--- src/rtl/md_if.sv ---
// Request/response bundle between the execute stage and the M-extension sequencer.
// An operation transfers on a rising edge where valid_i & ready_o & ~flush_i; ready_o is a
// pure function of sequencer state and never depends on valid_i, and result_valid_o is a one-cycle pulse.
interface md_if #(
   parameter int XLEN = 32
);
   logic            valid_i;
   logic [2:0]      funct3_i;
   logic [XLEN-1:0] op_a_i;
   logic [XLEN-1:0] op_b_i;
   logic            flush_i;
   logic            ready_o;
   logic            busy_o;
   logic            result_valid_o;
   logic [XLEN-1:0] result_o;

   modport master (
      output valid_i, funct3_i, op_a_i, op_b_i, flush_i,
      input  ready_o, busy_o, result_valid_o, result_o
   );

   modport slave (
      input  valid_i, funct3_i, op_a_i, op_b_i, flush_i,
      output ready_o, busy_o, result_valid_o, result_o
   );
endinterface

--- src/rtl/md_sequencer.sv ---
// Iterative RV32M multiply/divide unit: radix-2 shift-add multiply and restoring divide
// on operand magnitudes, with sign fix-up and early completion of divide corner cases.
module md_sequencer #(
   parameter int XLEN = 32
) (
   input  logic       clk,
   input  logic       rst,
   md_if.slave        bus,
   output logic [1:0] dbg_state
);

   typedef enum logic [1:0] {
      IDLE  = 2'd0,
      CALC  = 2'd1,
      FIXUP = 2'd2,
      DONE  = 2'd3
   } state_t;

   state_t              state_q, state_d;
   logic [4:0]          cnt_q;
   logic [2:0]          op_q;
   logic [XLEN-1:0]     mag_a_q, mag_b_q;
   logic                neg_q, neg_r;
   logic [2*XLEN-1:0]   acc_q;
   logic [XLEN-1:0]     result_q, result_d;
   logic                result_load;

   logic                accept;
   logic                a_signed, b_signed, sign_a, sign_b;
   logic [XLEN-1:0]     mag_a, mag_b;
   logic                special;
   logic [XLEN-1:0]     special_res;

   assign accept = bus.valid_i & (state_q == IDLE) & ~bus.flush_i;

   // Bit 2 splits multiply from divide; divides are signed when bit 0 is clear.
   assign a_signed = bus.funct3_i[2] ? ~bus.funct3_i[0] : (bus.funct3_i[1:0] != 2'b11);
   assign b_signed = bus.funct3_i[2] ? ~bus.funct3_i[0] : ~bus.funct3_i[1];
   assign sign_a   = a_signed & bus.op_a_i[XLEN-1];
   assign sign_b   = b_signed & bus.op_b_i[XLEN-1];
   assign mag_a    = sign_a ? (~bus.op_a_i + 1'b1) : bus.op_a_i;
   assign mag_b    = sign_b ? (~bus.op_b_i + 1'b1) : bus.op_b_i;

   always_comb begin
      special     = 1'b0;
      special_res = '0;
      if (bus.funct3_i[2]) begin
         if (bus.op_b_i == '0) begin
            special     = 1'b1;
            special_res = bus.funct3_i[1] ? bus.op_a_i : '1;
         end else if (~bus.funct3_i[0] && bus.op_a_i == {1'b1, {(XLEN-1){1'b0}}}
                      && bus.op_b_i == '1) begin
            special     = 1'b1;
            special_res = bus.funct3_i[1] ? '0 : {1'b1, {(XLEN-1){1'b0}}};
         end
      end
   end

   // One multiply step: conditional add into the high half, then shift {carry, acc} right.
   logic [XLEN:0]     mul_sum;
   logic [2*XLEN-1:0] mul_next;
   assign mul_sum  = {1'b0, acc_q[2*XLEN-1:XLEN]} + (acc_q[0] ? {1'b0, mag_a_q} : '0);
   assign mul_next = {mul_sum, acc_q[XLEN-1:1]};

   // One divide step: shift {rem, quot} left, trial-subtract the divisor from the widened remainder.
   logic [XLEN:0]     div_rem_sh;
   logic [XLEN+1:0]   div_trial;
   logic [2*XLEN-1:0] div_next;
   assign div_rem_sh = acc_q[2*XLEN-1:XLEN-1];
   assign div_trial  = {1'b0, div_rem_sh} - {2'b00, mag_b_q};
   assign div_next   = div_trial[XLEN+1] ? {div_rem_sh[XLEN-1:0], acc_q[XLEN-2:0], 1'b0}
                                         : {div_trial[XLEN-1:0], acc_q[XLEN-2:0], 1'b1};

   logic [2*XLEN-1:0] prod_fix;
   logic [XLEN-1:0]   quot, rem, fix_res;
   assign prod_fix = neg_q ? (~acc_q + 1'b1) : acc_q;
   assign quot     = acc_q[XLEN-1:0];
   assign rem      = acc_q[2*XLEN-1:XLEN];

   always_comb begin
      fix_res = '0;
      if (!op_q[2])
         fix_res = (op_q[1:0] == 2'b00) ? prod_fix[XLEN-1:0] : prod_fix[2*XLEN-1:XLEN];
      else if (op_q[1])
         fix_res = neg_r ? (~rem + 1'b1) : rem;
      else
         fix_res = neg_q ? (~quot + 1'b1) : quot;
   end

   always_comb begin
      state_d     = state_q;
      result_load = 1'b0;
      result_d    = result_q;
      case (state_q)
         IDLE: begin
            if (accept) begin
               if (special) begin
                  state_d     = DONE;
                  result_load = 1'b1;
                  result_d    = special_res;
               end else begin
                  state_d = CALC;
               end
            end
         end
         CALC: begin
            if (bus.flush_i)
               state_d = IDLE;
            else if (cnt_q == 5'd31)
               state_d = FIXUP;
         end
         FIXUP: begin
            if (bus.flush_i) begin
               state_d = IDLE;
            end else begin
               state_d     = DONE;
               result_load = 1'b1;
               result_d    = fix_res;
            end
         end
         DONE:    state_d = IDLE;
         default: state_d = IDLE;
      endcase
   end

   always_ff @(posedge clk or posedge rst) begin
      if (rst) begin
         state_q  <= IDLE;
         cnt_q    <= '0;
         op_q     <= '0;
         mag_a_q  <= '0;
         mag_b_q  <= '0;
         neg_q    <= 1'b0;
         neg_r    <= 1'b0;
         acc_q    <= '0;
         result_q <= '0;
      end else begin
         state_q <= state_d;
         if (result_load)
            result_q <= result_d;
         if (accept) begin
            op_q    <= bus.funct3_i;
            mag_a_q <= mag_a;
            mag_b_q <= mag_b;
            neg_q   <= sign_a ^ sign_b;
            neg_r   <= sign_a;
            cnt_q   <= '0;
            // The low half seeds the multiplier (multiply) or the dividend (divide).
            acc_q   <= {{XLEN{1'b0}}, bus.funct3_i[2] ? mag_a : mag_b};
         end else if (state_q == CALC && !bus.flush_i) begin
            cnt_q <= cnt_q + 5'd1;
            acc_q <= op_q[2] ? div_next : mul_next;
         end
      end
   end

   assign bus.ready_o        = (state_q == IDLE);
   assign bus.busy_o         = (state_q == CALC) || (state_q == FIXUP);
   assign bus.result_valid_o = (state_q == DONE);
   assign bus.result_o       = result_q;
   assign dbg_state          = state_q;

endmodule

--- src/flat_wrapper.sv ---
// flat-port wrapper written by rule: the top's interface ports become plain ports
module md_sequencer_flat 
#(
   parameter int XLEN = 32
)
  (clk, rst, dbg_state, bus_valid_i, bus_funct3_i, bus_op_a_i, bus_op_b_i, bus_flush_i, bus_ready_o, bus_busy_o, bus_result_valid_o, bus_result_o);
  md_if #(.XLEN(XLEN)) bus_i ();
  input  logic clk;
  input  logic rst;
  output logic [1:0] dbg_state;
  input wire logic [$bits(bus_i.valid_i)-1:0] bus_valid_i;
  input wire logic [$bits(bus_i.funct3_i)-1:0] bus_funct3_i;
  input wire logic [$bits(bus_i.op_a_i)-1:0] bus_op_a_i;
  input wire logic [$bits(bus_i.op_b_i)-1:0] bus_op_b_i;
  input wire logic [$bits(bus_i.flush_i)-1:0] bus_flush_i;
  output wire logic [$bits(bus_i.ready_o)-1:0] bus_ready_o;
  output wire logic [$bits(bus_i.busy_o)-1:0] bus_busy_o;
  output wire logic [$bits(bus_i.result_valid_o)-1:0] bus_result_valid_o;
  output wire logic [$bits(bus_i.result_o)-1:0] bus_result_o;
  assign bus_i.valid_i = bus_valid_i;
  assign bus_i.funct3_i = bus_funct3_i;
  assign bus_i.op_a_i = bus_op_a_i;
  assign bus_i.op_b_i = bus_op_b_i;
  assign bus_i.flush_i = bus_flush_i;
  assign bus_ready_o = bus_i.ready_o;
  assign bus_busy_o = bus_i.busy_o;
  assign bus_result_valid_o = bus_i.result_valid_o;
  assign bus_result_o = bus_i.result_o;
  md_sequencer #(.XLEN(XLEN)) u_core (.clk(clk), .rst(rst), .bus(bus_i), .dbg_state(dbg_state));
endmodule
--- config.mk ---
export PLATFORM = sky130hd
export DESIGN_NAME = md_sequencer_flat
export DESIGN_NICKNAME = d
export VERILOG_FILES = /design/src/rtl/md_if.sv /design/src/rtl/md_sequencer.sv /design/src/flat_wrapper.sv
export SDC_FILE = /design/constraint.sdc
export NUM_CORES = 1
export LEC_CHECK = 0
export ABC_AREA = 1
export BUFFER_PORTS_ARGS = -buffer_cell sky130_fd_sc_hd__buf_2
export CORE_MARGIN = 10
export CORE_UTILIZATION = 40
export CTS_CLUSTER_DIAMETER = 120
export CTS_CLUSTER_SIZE = 14
export DETAILED_ROUTE_END_ITERATION = 10
export PLACE_DENSITY = 0.57
export SETUP_SLACK_MARGIN = 0.1
export SYNTH_ARGS = -nofsm -noshare
export SYNTH_HDL_FRONTEND = slang
export SYNTH_SLANG_ARGS = --single-unit
--- constraint.sdc ---
create_clock -name clk -period 7.7 [get_ports clk]
set_input_delay 0 -clock clk [delete_from_list [all_inputs] [get_ports clk]]
set_output_delay 0 -clock clk [all_outputs]
set_load 0.01 [all_outputs]
### Word-level counts from Yosys, hierarchy flattened

Cells that the tools add are included.

| word-level totals | value |
|---|---|
| bits of input ports | 71 |
| logic and storage cells | 93 |
| register bits after elaboration | 172 |
| output and inout bits | 37 |

| operators by class | value |
|---|---|
| bitwise logic cells | 13 |
| reductions and logical operators | 12 |
| eq/ne operators | 11 |
| multiplexer cells | 40 |
| $add $sub $neg | 8 |

Operator list:

| operator | number |
|---|---|
| 2-to-1 mux 32 bit | 17 |
| 2-to-1 mux 64 bit | 5 |
| adder 32 x 1 -> 32 bit (second input constant) | 4 |
| NOT 32 bit | 4 |
| adder 64 x 1 -> 64 bit (second input constant) | 1 |
| == test 32 bit (second input constant) | 2 |
| NOT 64 bit | 1 |
| one-hot mux 32 bit (2 select lines) | 1 |
| subtractor 33 x 32 -> 34 bit | 1 |
| adder 32 x 33 -> 33 bit | 1 |
| zero test 32 bit | 1 |
| 2-to-1 mux 2 bit | 5 |
| 2-to-1 mux 5 bit | 2 |
| 2-to-1 mux 1 bit | 8 |
| one-hot mux 2 bit (4 select lines) | 1 |
| adder 5 x 1 -> 5 bit (second input constant) | 1 |
| == test 5 bit (second input constant) | 1 |
| AND reduction 5 bit | 1 |
| AND 1 bit | 4 |
| == test 2 bit (second input constant) | 2 |
| zero test 2 bit | 2 |
| != test 2 x 1 -> 1 bit (second input constant) | 2 |
| != test 2 bit (second input constant) | 2 |
| nonzero test 2 bit | 2 |
| other kinds (9) | 13 |

### Logic depth before layout (Yosys ltp)

Gate-level depths: netlist (run 1).

| depth | value |
|---|---|
| word-level depth | 10 |
| gate-level depth with buffers | 20 |
| mapped depth without buffers | 19 |

### Worst setup path before layout (run 1)

No wires, ideal clock.

| timing | value |
|---|---|
| path kind | register -> register |
| start | register u_core.acc_q[0] |
| end | register u_core.acc_q[53] |
| setup time | 116 ps |
| path buffers | 2 |
| cell stages (with the launch flop) | 20 |
| required time | 7584 ps |
| slack | 5113 ps |
| data arrival time | 2471 ps |
| clock period less this slack | 2587 ps |
| path through | dfrtp_1 -> buf_6 -> clkbuf_1 -> nand2_1 -> inv_1 -> ha_1 -> inv_1 -> fa_1 -> inv_1 -> nand3_1 -> nand2_1 -> a21boi_1 -> o21ai_0 -> nand3_1 -> nand3_1 -> nand3_1 -> nand2_1 -> inv_1 -> nand2_1 -> nand2_1 |

| on the way | value |
|---|---|
| cells in the longest elaborated chain, start to end | 5 |

RTL lines:

| what | line | text |
|---|---|---|
| start, declared | md_sequencer.sv:24 | `logic [2*XLEN-1:0] acc_q;` |
| start signal, assigned | md_sequencer.sv:149 | `acc_q <= {{XLEN{1'b0}}, bus.funct3_i[2] ? mag_a : mag_b};` |
| start signal, assigned | md_sequencer.sv:152 | `acc_q <= op_q[2] ? div_next : mul_next;` |
| 2-to-1 mux 32 bit | md_sequencer.sv:62 | `assign mul_sum = {1'b0, acc_q[2*XLEN-1:XLEN]} + (acc_q[0] ? {1'b0, mag_a_q} : '0);` |
| adder 32 x 33 -> 33 bit | md_sequencer.sv:62 |  |
| 2-to-1 mux 64 bit | md_sequencer.sv:152 |  |
| 2-to-1 mux 64 bit | md_sequencer.sv:150 | `end else if (state_q == CALC && !bus.flush_i) begin` |
| 2-to-1 mux 64 bit | md_sequencer.sv:141 | `if (accept) begin` |

No other way between the ends. The select of a mux whose other input is x is not followed.
A chain may end at the register's enable or synchronous reset.

### Worst setup path in the final report (run 1)

Ends and elaborated chain as after synthesis.

==> out/metrics.yaml, run 1 <==
cts:
  cts_tree: "built"
  htreeDepth: 4
  clk_latency_ps: 470
  clkSinkCount: 172
  cts_buffers: 17
  clk_pin_slew_ps: 80
  cts_resized: 0
  cts_root_buffer: "clkbuf_16"
  clockBufferDepth: 2
setup_path:
  crit_path_end_kind: "flop"
  start_kind: "flop"
  critPathLaunch: "u_core.acc_q[0]"
  critPathMaxFanout: 32
  reg2reg_depth: 18
  crit_path_end: "u_core.acc_q[53]"
  reg2reg_slack_ps: 4330
  critPathKind: "reg -> reg"
  required_ps: 8060
  worst-endpoint-arrival_ps: 3730
  timing.rr.start: "u_core.acc_q[0]"
  rr_endpoint: "u_core.acc_q[53]"
layout:
  drive_gt1_frac: 0.0934
  final_cell_mix: "nand2_1, inv_1, nor2_1, nand3_1, o21ai_0"
  area_delta_synth_final_pct: 9.61
  layout_commonest_cell: "nand2_1"
  layout.nets: 3356
  diodes: 0
detailed_routing:
  first_iter_violations: 2993
  avgRoutedWirePerCell_um: 25.2
  antenna_left: 0
  drc: 0
  vias: 22500
  wirelength_um: 96600
  viasPerCell: 5.88
  firstDrtPassIters: 8
yosys:
  syn-num-nets: 3297
  yosysUniqueCellTypes: 62
  syn_area_mm2: 0.0187
  avgSynthCellArea_um2: 5.94
  synthArstFlopShare: 1.00
  yosysSeqAreaShare: 0.230
  ys_seq_elements: 172
  synth_edf_count: 0
  ys.flop_type: "dfrtp_1"
  ys_warn_count: 0
  synthCells: 3149
place:
  dp.final_hpwl_um: 77300
  pre_cts_ws_ps: 4430
  place.gp.congestion: 1.05
  numPortBuffers: 107
power_and_ir_drop:
  p_int_mw: 3.65
  p_seq_frac: 0.215
  p_leak_nw: 10.2
  powerDensity_mw_per_mm2: 465
  clockPowerShare: 0.093
  switchingPower_mw: 5.90
  combPwrFrac: 0.691
  ir_drop_v: 0.000330
  swShare: 0.617
floorplan:
  die-area_mm2: 0.0558
  start_util: 0.403
  die_w_um: 236
  fp.dieH_um: 236
  num_rows: 79
  core-area_mm2: 0.0465
  io_pins: 108
sta:
  fin_worst_skew_ps: 15.4
  fin_ws_ps: 4330
  hold_viol: 0
  setup_viol: 0
  period_share: 0.437
  rsz0062_at_grt: "no"
  slew-limit-headroom: 0.287
  setup_tns_ps: 0
  worst_pin_slew_ps: 1070
  fmax_mhz: 297
  min_period_ps: 3370
  finalMaxSlewViolations: 0
global_routing:
  antenna_found_initial: 1
  overflow: 0
  grt_max_degree: 87
  grt_util_all_layers: 0.331
  grt_pass1_vias: 20500
  grt_pass1_wl_um: 140000
status:
  status: "finished clean"
min_path:
  hold_class: "in -> reg"
job:
  max_cap_viol_count: 0
==> cells in the mapped netlist (all sizes together), types with 33 or more instances <==
master	count	area share
buf	56	0.018
ha	75	0.050
o21ai	239	0.065
nand3	337	0.092
nand2	956	0.19
a21oi	220	0.066
nor2	358	0.076
nand4	54	0.019
dfrtp	172	0.23
clkbuf	60	0.012
nor3	33	0.0097
xor2	70	0.033
inv	377	0.076
==> per-stage QoR <==
step                      hold WS [ps]  power (mW)  instances  utilization  area (um^2)
after detailed placement           231        8.36       3765        0.422        19600
after floorplan                    138        5.99       3149            -        18700
after CTS                        0.698        9.28       3828        0.442        20500
after global placement             221        8.37       3765        0.422        19600
final                             1.49        9.55       3828        0.442        20500
after global routing              14.8        10.1       3828        0.442        20500
==> cells by family after synthesis <==
logic type | Yosys count | synth area share
xor+xnor | 92 | 0.0430
simple gates | 1774 | 0.406
buf+inv | 497 | 0.106
fa+ha+maj | 77 | 0.0523
flops | 172 | 0.230
compound gates | 537 | 0.163
==> power by group through the flow <==
stage | sequential [mW] | combinational (mW) | clock (mW)
6_report | 2.06 | 6.60 | 0.892
5_1_grt | 2.05 | 7.14 | 0.930
4_1_cts | 2.00 | 6.39 | 0.894
3_5_place_dp | 2.02 | 6.34 | 0
3_3_place_gp | 2.01 | 6.36 | 0
2_1_floorplan | 1.65 | 4.33 | 0
==> critical path: stages (launching register included) <==
cell      delay, ps
dfrtp_1         400
buf_4           370
nand2_1         110
inv_1            60
ha_1            240
inv_1           110
fa_1            360
inv_1            90
nand3_1          70
nand2_1         130
a21boi_1        130
o21ai_0         570
nand3_1         190
nand3_1         120
nand3_1          80
nand2_1          90
inv_1            40
nand2_1          40
nand2_1          40
==> worst min path at each step <==
stage              startpoint                      end  slack, ps  cells past startpoint
6_report       bus_op_b_i[12]       u_core.mag_b_q[12]          1                      5
3_5_place_dp              rst  u_core.bus.result_o[11]        230                      2
4_1_cts        bus_op_b_i[12]       u_core.mag_b_q[12]        0.7                      5
5_1_grt        bus_op_a_i[11]       u_core.mag_a_q[11]         10                      4
3_3_place_gp              rst  u_core.bus.result_o[11]        220                      2
2_1_floorplan  bus_op_a_i[31]       u_core.mag_a_q[31]        140                      2
==> flip-flops by register name, indices dropped and copies added, names as in the netlist <==
signal / flops
u_core.mag_b_q: 32
u_core.op_q: 3
u_core.mag_a_q: 32
u_core.bus.result_o: 32
u_core.cnt_q: 5
u_core.acc_q: 64
u_core.neg_q: 1
u_core.dbg_state: 2
u_core.neg_r: 1
==> timing repair <==
action,in CTS,in global routing
hold buffers,31,0
endpoints found under the hold margin,114,0
buffers inserted,0,0
==> area by class of cell <==
type,count,area (um^2)
Clock buffer,17,425
Clock inverter,15,169
Fill cell,5144,25900
Inverter,381,1440
Multi-Input combinational cell,2480,12400
Sequential cell,172,4310
Tap cell,607,759
Timing Repair Buffer,156,981
==> layer usage <==
layer / track usage / wire length (um) / vias up
li1: - / - / 10400
met1: 0.470 / 42900 / 10700
met2: 0.485 / 40700 / 1291
met3: 0.0520 / 8720 / 183
met4: 0.139 / 4270 / 2
met5: 0 / 13 / -
Note: power is estimated with default switching activity, not from simulation.
==> run 2: changes to the inputs <==
--- a/config.mk
+++ b/config.mk
@@ -5,14 +5,14 @@
 export SDC_FILE = /design/constraint.sdc
 export NUM_CORES = 1
 export LEC_CHECK = 0
-export ABC_AREA = 1
+export ABC_AREA = 0
 export BUFFER_PORTS_ARGS = -buffer_cell sky130_fd_sc_hd__buf_2
 export CORE_MARGIN = 10
 export CORE_UTILIZATION = 40
 export CTS_CLUSTER_DIAMETER = 120
 export CTS_CLUSTER_SIZE = 14
 export DETAILED_ROUTE_END_ITERATION = 10
-export PLACE_DENSITY = 0.57
+export PLACE_DENSITY = 0.6
 export SETUP_SLACK_MARGIN = 0.1
 export SYNTH_ARGS = -nofsm -noshare
 export SYNTH_HDL_FRONTEND = slang
==> constraint.sdc (replaced) <==
create_clock -name clk -period 3 [get_ports clk]
set_input_delay 0 -clock clk [delete_from_list [all_inputs] [get_ports clk]]
set_output_delay 0 -clock clk [all_outputs]
set_load 0.01 [all_outputs]
==> run 2 against run 1 <==
- the flow now finishes with violations (setup timing)
- largest cell class unchanged
- sequential power increased by 110%
- worst setup slack lost 4700 ps
- non-clock buffer count grew 343
- final cell count down 22%
- flip-flop and latch count did not move
- first-iteration DRC count decreased by 48%
- utilization up 11 points
- maximum frequency increased by 0.22%
- clock power grew to 2.6 times the previous value
- critical path depth down 9
- clock skew is essentially flat
==> out/metrics.yaml, run 2 <==
global_routing:
  overflow: 0
  antenna_found_initial: 1
  grt_pass1_vias: 16800
  grt_util_all_layers: 0.270
  grt_max_degree: 72
  grt_pass1_wl_um: 99300
yosys:
  synth_edf_count: 0
  synthCells: 2063
  yosysSeqAreaShare: 0.274
  yosysTopAreaCell: "dfrtp_1"
  ys.flop_type: "dfrtp_1"
  ys_seq_elements: 172
  yosysMostFrequentCell: "nand2_1"
  synth_top_family_by_area: "compound AO/OA/AOI/OAI gates"
  syn_area_mm2: 0.0157
  synthArstFlopShare: 1.00
  synth-compound-area-share: 0.259
  syn-num-nets: 2211
  synth_adder_area_share: 0.0624
  yosysUniqueCellTypes: 73
  yosys.area.top_type_share: 0.274
  synth-simple-area-share: 0.209
  synth_xor_area_frac: 0.105
  ys_warn_count: 0
  yosys-top-cells-area: "dfrtp_1, o21ai_0, nand2_1"
  ys_top_cells_by_count: "nand2_1, o21ai_0, dfrtp_1"
  synthMuxAreaShare: 0.0367
  avgSynthCellArea_um2: 7.60
cts:
  clk_pin_slew_ps: 70
  cts_buffers: 17
  cts_root_buffer: "clkbuf_16"
  clkSinkCount: 172
  clk_latency_ps: 470
  clockBufferDepth: 2
  htreeDepth: 4
  cts_tree: "built"
detailed_routing:
  firstDrtPassIters: 5
  antenna_left: 0
  drc: 0
  avgRoutedWirePerCell_um: 22.2
  first_iter_violations: 1546
  viasPerCell: 5.83
  vias: 17300
  wirelength_um: 65800
sta:
  fmax_mhz: 298
  setup_tns_ps: -8180
  fin_ws_ps: -361
  hold_ws_ps: 15.5
  period_share: 1.12
  setup_viol: 57
  slew-limit-headroom: 0.372
  worst_pin_slew_ps: 940
  hold_viol: 0
  finalMaxSlewViolations: 0
  fin_worst_skew_ps: 15.2
  min_period_ps: 3360
  rsz0062_at_grt: "yes"
floorplan:
  num_rows: 72
  io_pins: 108
  die_w_um: 218
  fp.dieH_um: 218
  start_util: 0.405
  core-area_mm2: 0.0387
  die-area_mm2: 0.0475
layout:
  area_delta_synth_final_pct: 36.5
  layout.nets: 2589
  layout_commonest_cell: "buf_4"
  largest_reg_flops: 64
  top_register: "u_core.acc_q"
  final_cell_mix: "buf_4, nand2_1, o21ai_0, dfrtp_1, nor2_1"
  fillCellCount: 3682
  drive_gt1_frac: 0.289
setup_path:
  rr_endpoint: "u_core.bus.result_o[31]"
  crit_path_end_kind: "flop"
  start_kind: "flop"
  critPathMaxFanout: 2
  required_ps: 3380
  timing.rr.start: "u_core.acc_q[12]"
  reg2reg_slack_ps: -360
  crit_top_cell: "or4_4"
  slowest_stage: "or4_4"
  cpPeakStageDelay_ps: 530
  critPathKind: "reg -> reg"
  cp_cell_sequence: "or3_4 > or4_4 > or4_4 > or4_4 > nor3_4 > and2b_2 > xnor2_1 > a311o_1 > a31oi_1"
  worst-endpoint-arrival_ps: 3740
  reg2reg_depth: 9
status:
  violations: "setup timing"
  status: "complete, but fails checks"
job:
  max_cap_viol_count: 0
min_path:
  min_delay_path_depth: 3
  hp-start: "bus_op_b_i[7]"
  hold_end: "u_core.mag_b_q[7]"
  hold_class: "in -> reg"
power_and_ir_drop:
  powerDensity_mw_per_mm2: 1210
  ir_drop_v: 0.000763
  p_leak_nw: 9.47
place:
  dp.final_hpwl_um: 51100
  place.gp.congestion: 1.02
  numPortBuffers: 107
==> run 2: kinds of logic (layout without fill, tap and decap cells) <==
logic type,after synthesis,in the layout
XOR/XNOR,188,188
adder cells (fa/ha/maj),77,77
AND/OR/NAND/NOR,695,695
flip-flops,172,172
AO/OA/AOI/OAI,656,656
other,0,1
multiplexers,57,57
buffers and inverters,218,607
==> run 2: per-stage QoR <==
stage               setup slack, ps  cell area (um^2)  instances   util  power [mW]
floorplan                      -309             15900       2063      -        14.1
global placement               -283             19000       2861  0.492        20.5
detailed placement             -331             19000       2861  0.492        20.7
CTS                            -342             20800       2956  0.537        24.9
global route                   -412             21400       2970  0.553        27.6
finish                         -361             21400       2971  0.553        25.9
==> run 2: final cells by class <==
type / instances / area [um^2] / area share
Sequential cell: 172 / 4310 / 0.201
Tap cell: 518 / 648 / 0.0303
Timing Repair Buffer: 499 / 3960 / 0.185
Clock inverter: 9 / 116 / 0.00543
Multi-Input combinational cell: 1673 / 11600 / 0.543
Antenna cell: 1 / 2.50 / 0.000117
Inverter: 78 / 299 / 0.0140
Clock buffer: 21 / 460 / 0.0215
==> run 2: per-layer routing <==
layer / up-vias / track usage / share of wire
met1: 8407 / 0.361 / 0.44
met3: 111 / 0.0455 / 0.071
met2: 688 / 0.427 / 0.46
met4: 0 / 0.0988 / 0.037
met5: - / 0 / 0
li1: 8109 / - / -
==> run 2: report_power, final <==
part	internal, mW	switching [mW]	total (mW)
combinational	8.82	10.5	19.3
sequential	3.39	0.893	4.29
clock	1.27	1.05	2.32
==> run 2: repair_timing <==
item | CTS | global route
resized for setup | 156 | 106
endpoints found under the hold margin | 230 | 0
pin swaps | 90 | 94
setup buffers | 26 | 17
cloned | 1 | 1
setup endpoints to repair | 63 | 72
hold buffers | 38 | 0
==> run 2: how the worst max path moves through the flow <==
stage                 startpoint  slack, ps                      end  depth (start not counted)
5_1_grt        u_core.mag_b_q[6]       -410         u_core.acc_q[40]                         16
4_1_cts         u_core.acc_q[13]       -340  u_core.bus.result_o[31]                          9
3_5_place_dp    u_core.acc_q[13]       -330  u_core.bus.result_o[31]                          9
3_3_place_gp    u_core.acc_q[13]       -280  u_core.bus.result_o[31]                          9
2_1_floorplan   u_core.acc_q[13]       -310  u_core.bus.result_o[31]                          9
6_report        u_core.acc_q[12]       -360  u_core.bus.result_o[31]                          9
==> run 2: critical path: cells and delay by family, from the launching register on <==
family | cells | cell delay [ps]
simple gates | 6 | 2260
flops | 1 | 380
compound gates | 2 | 520
xor+xnor | 1 | 120
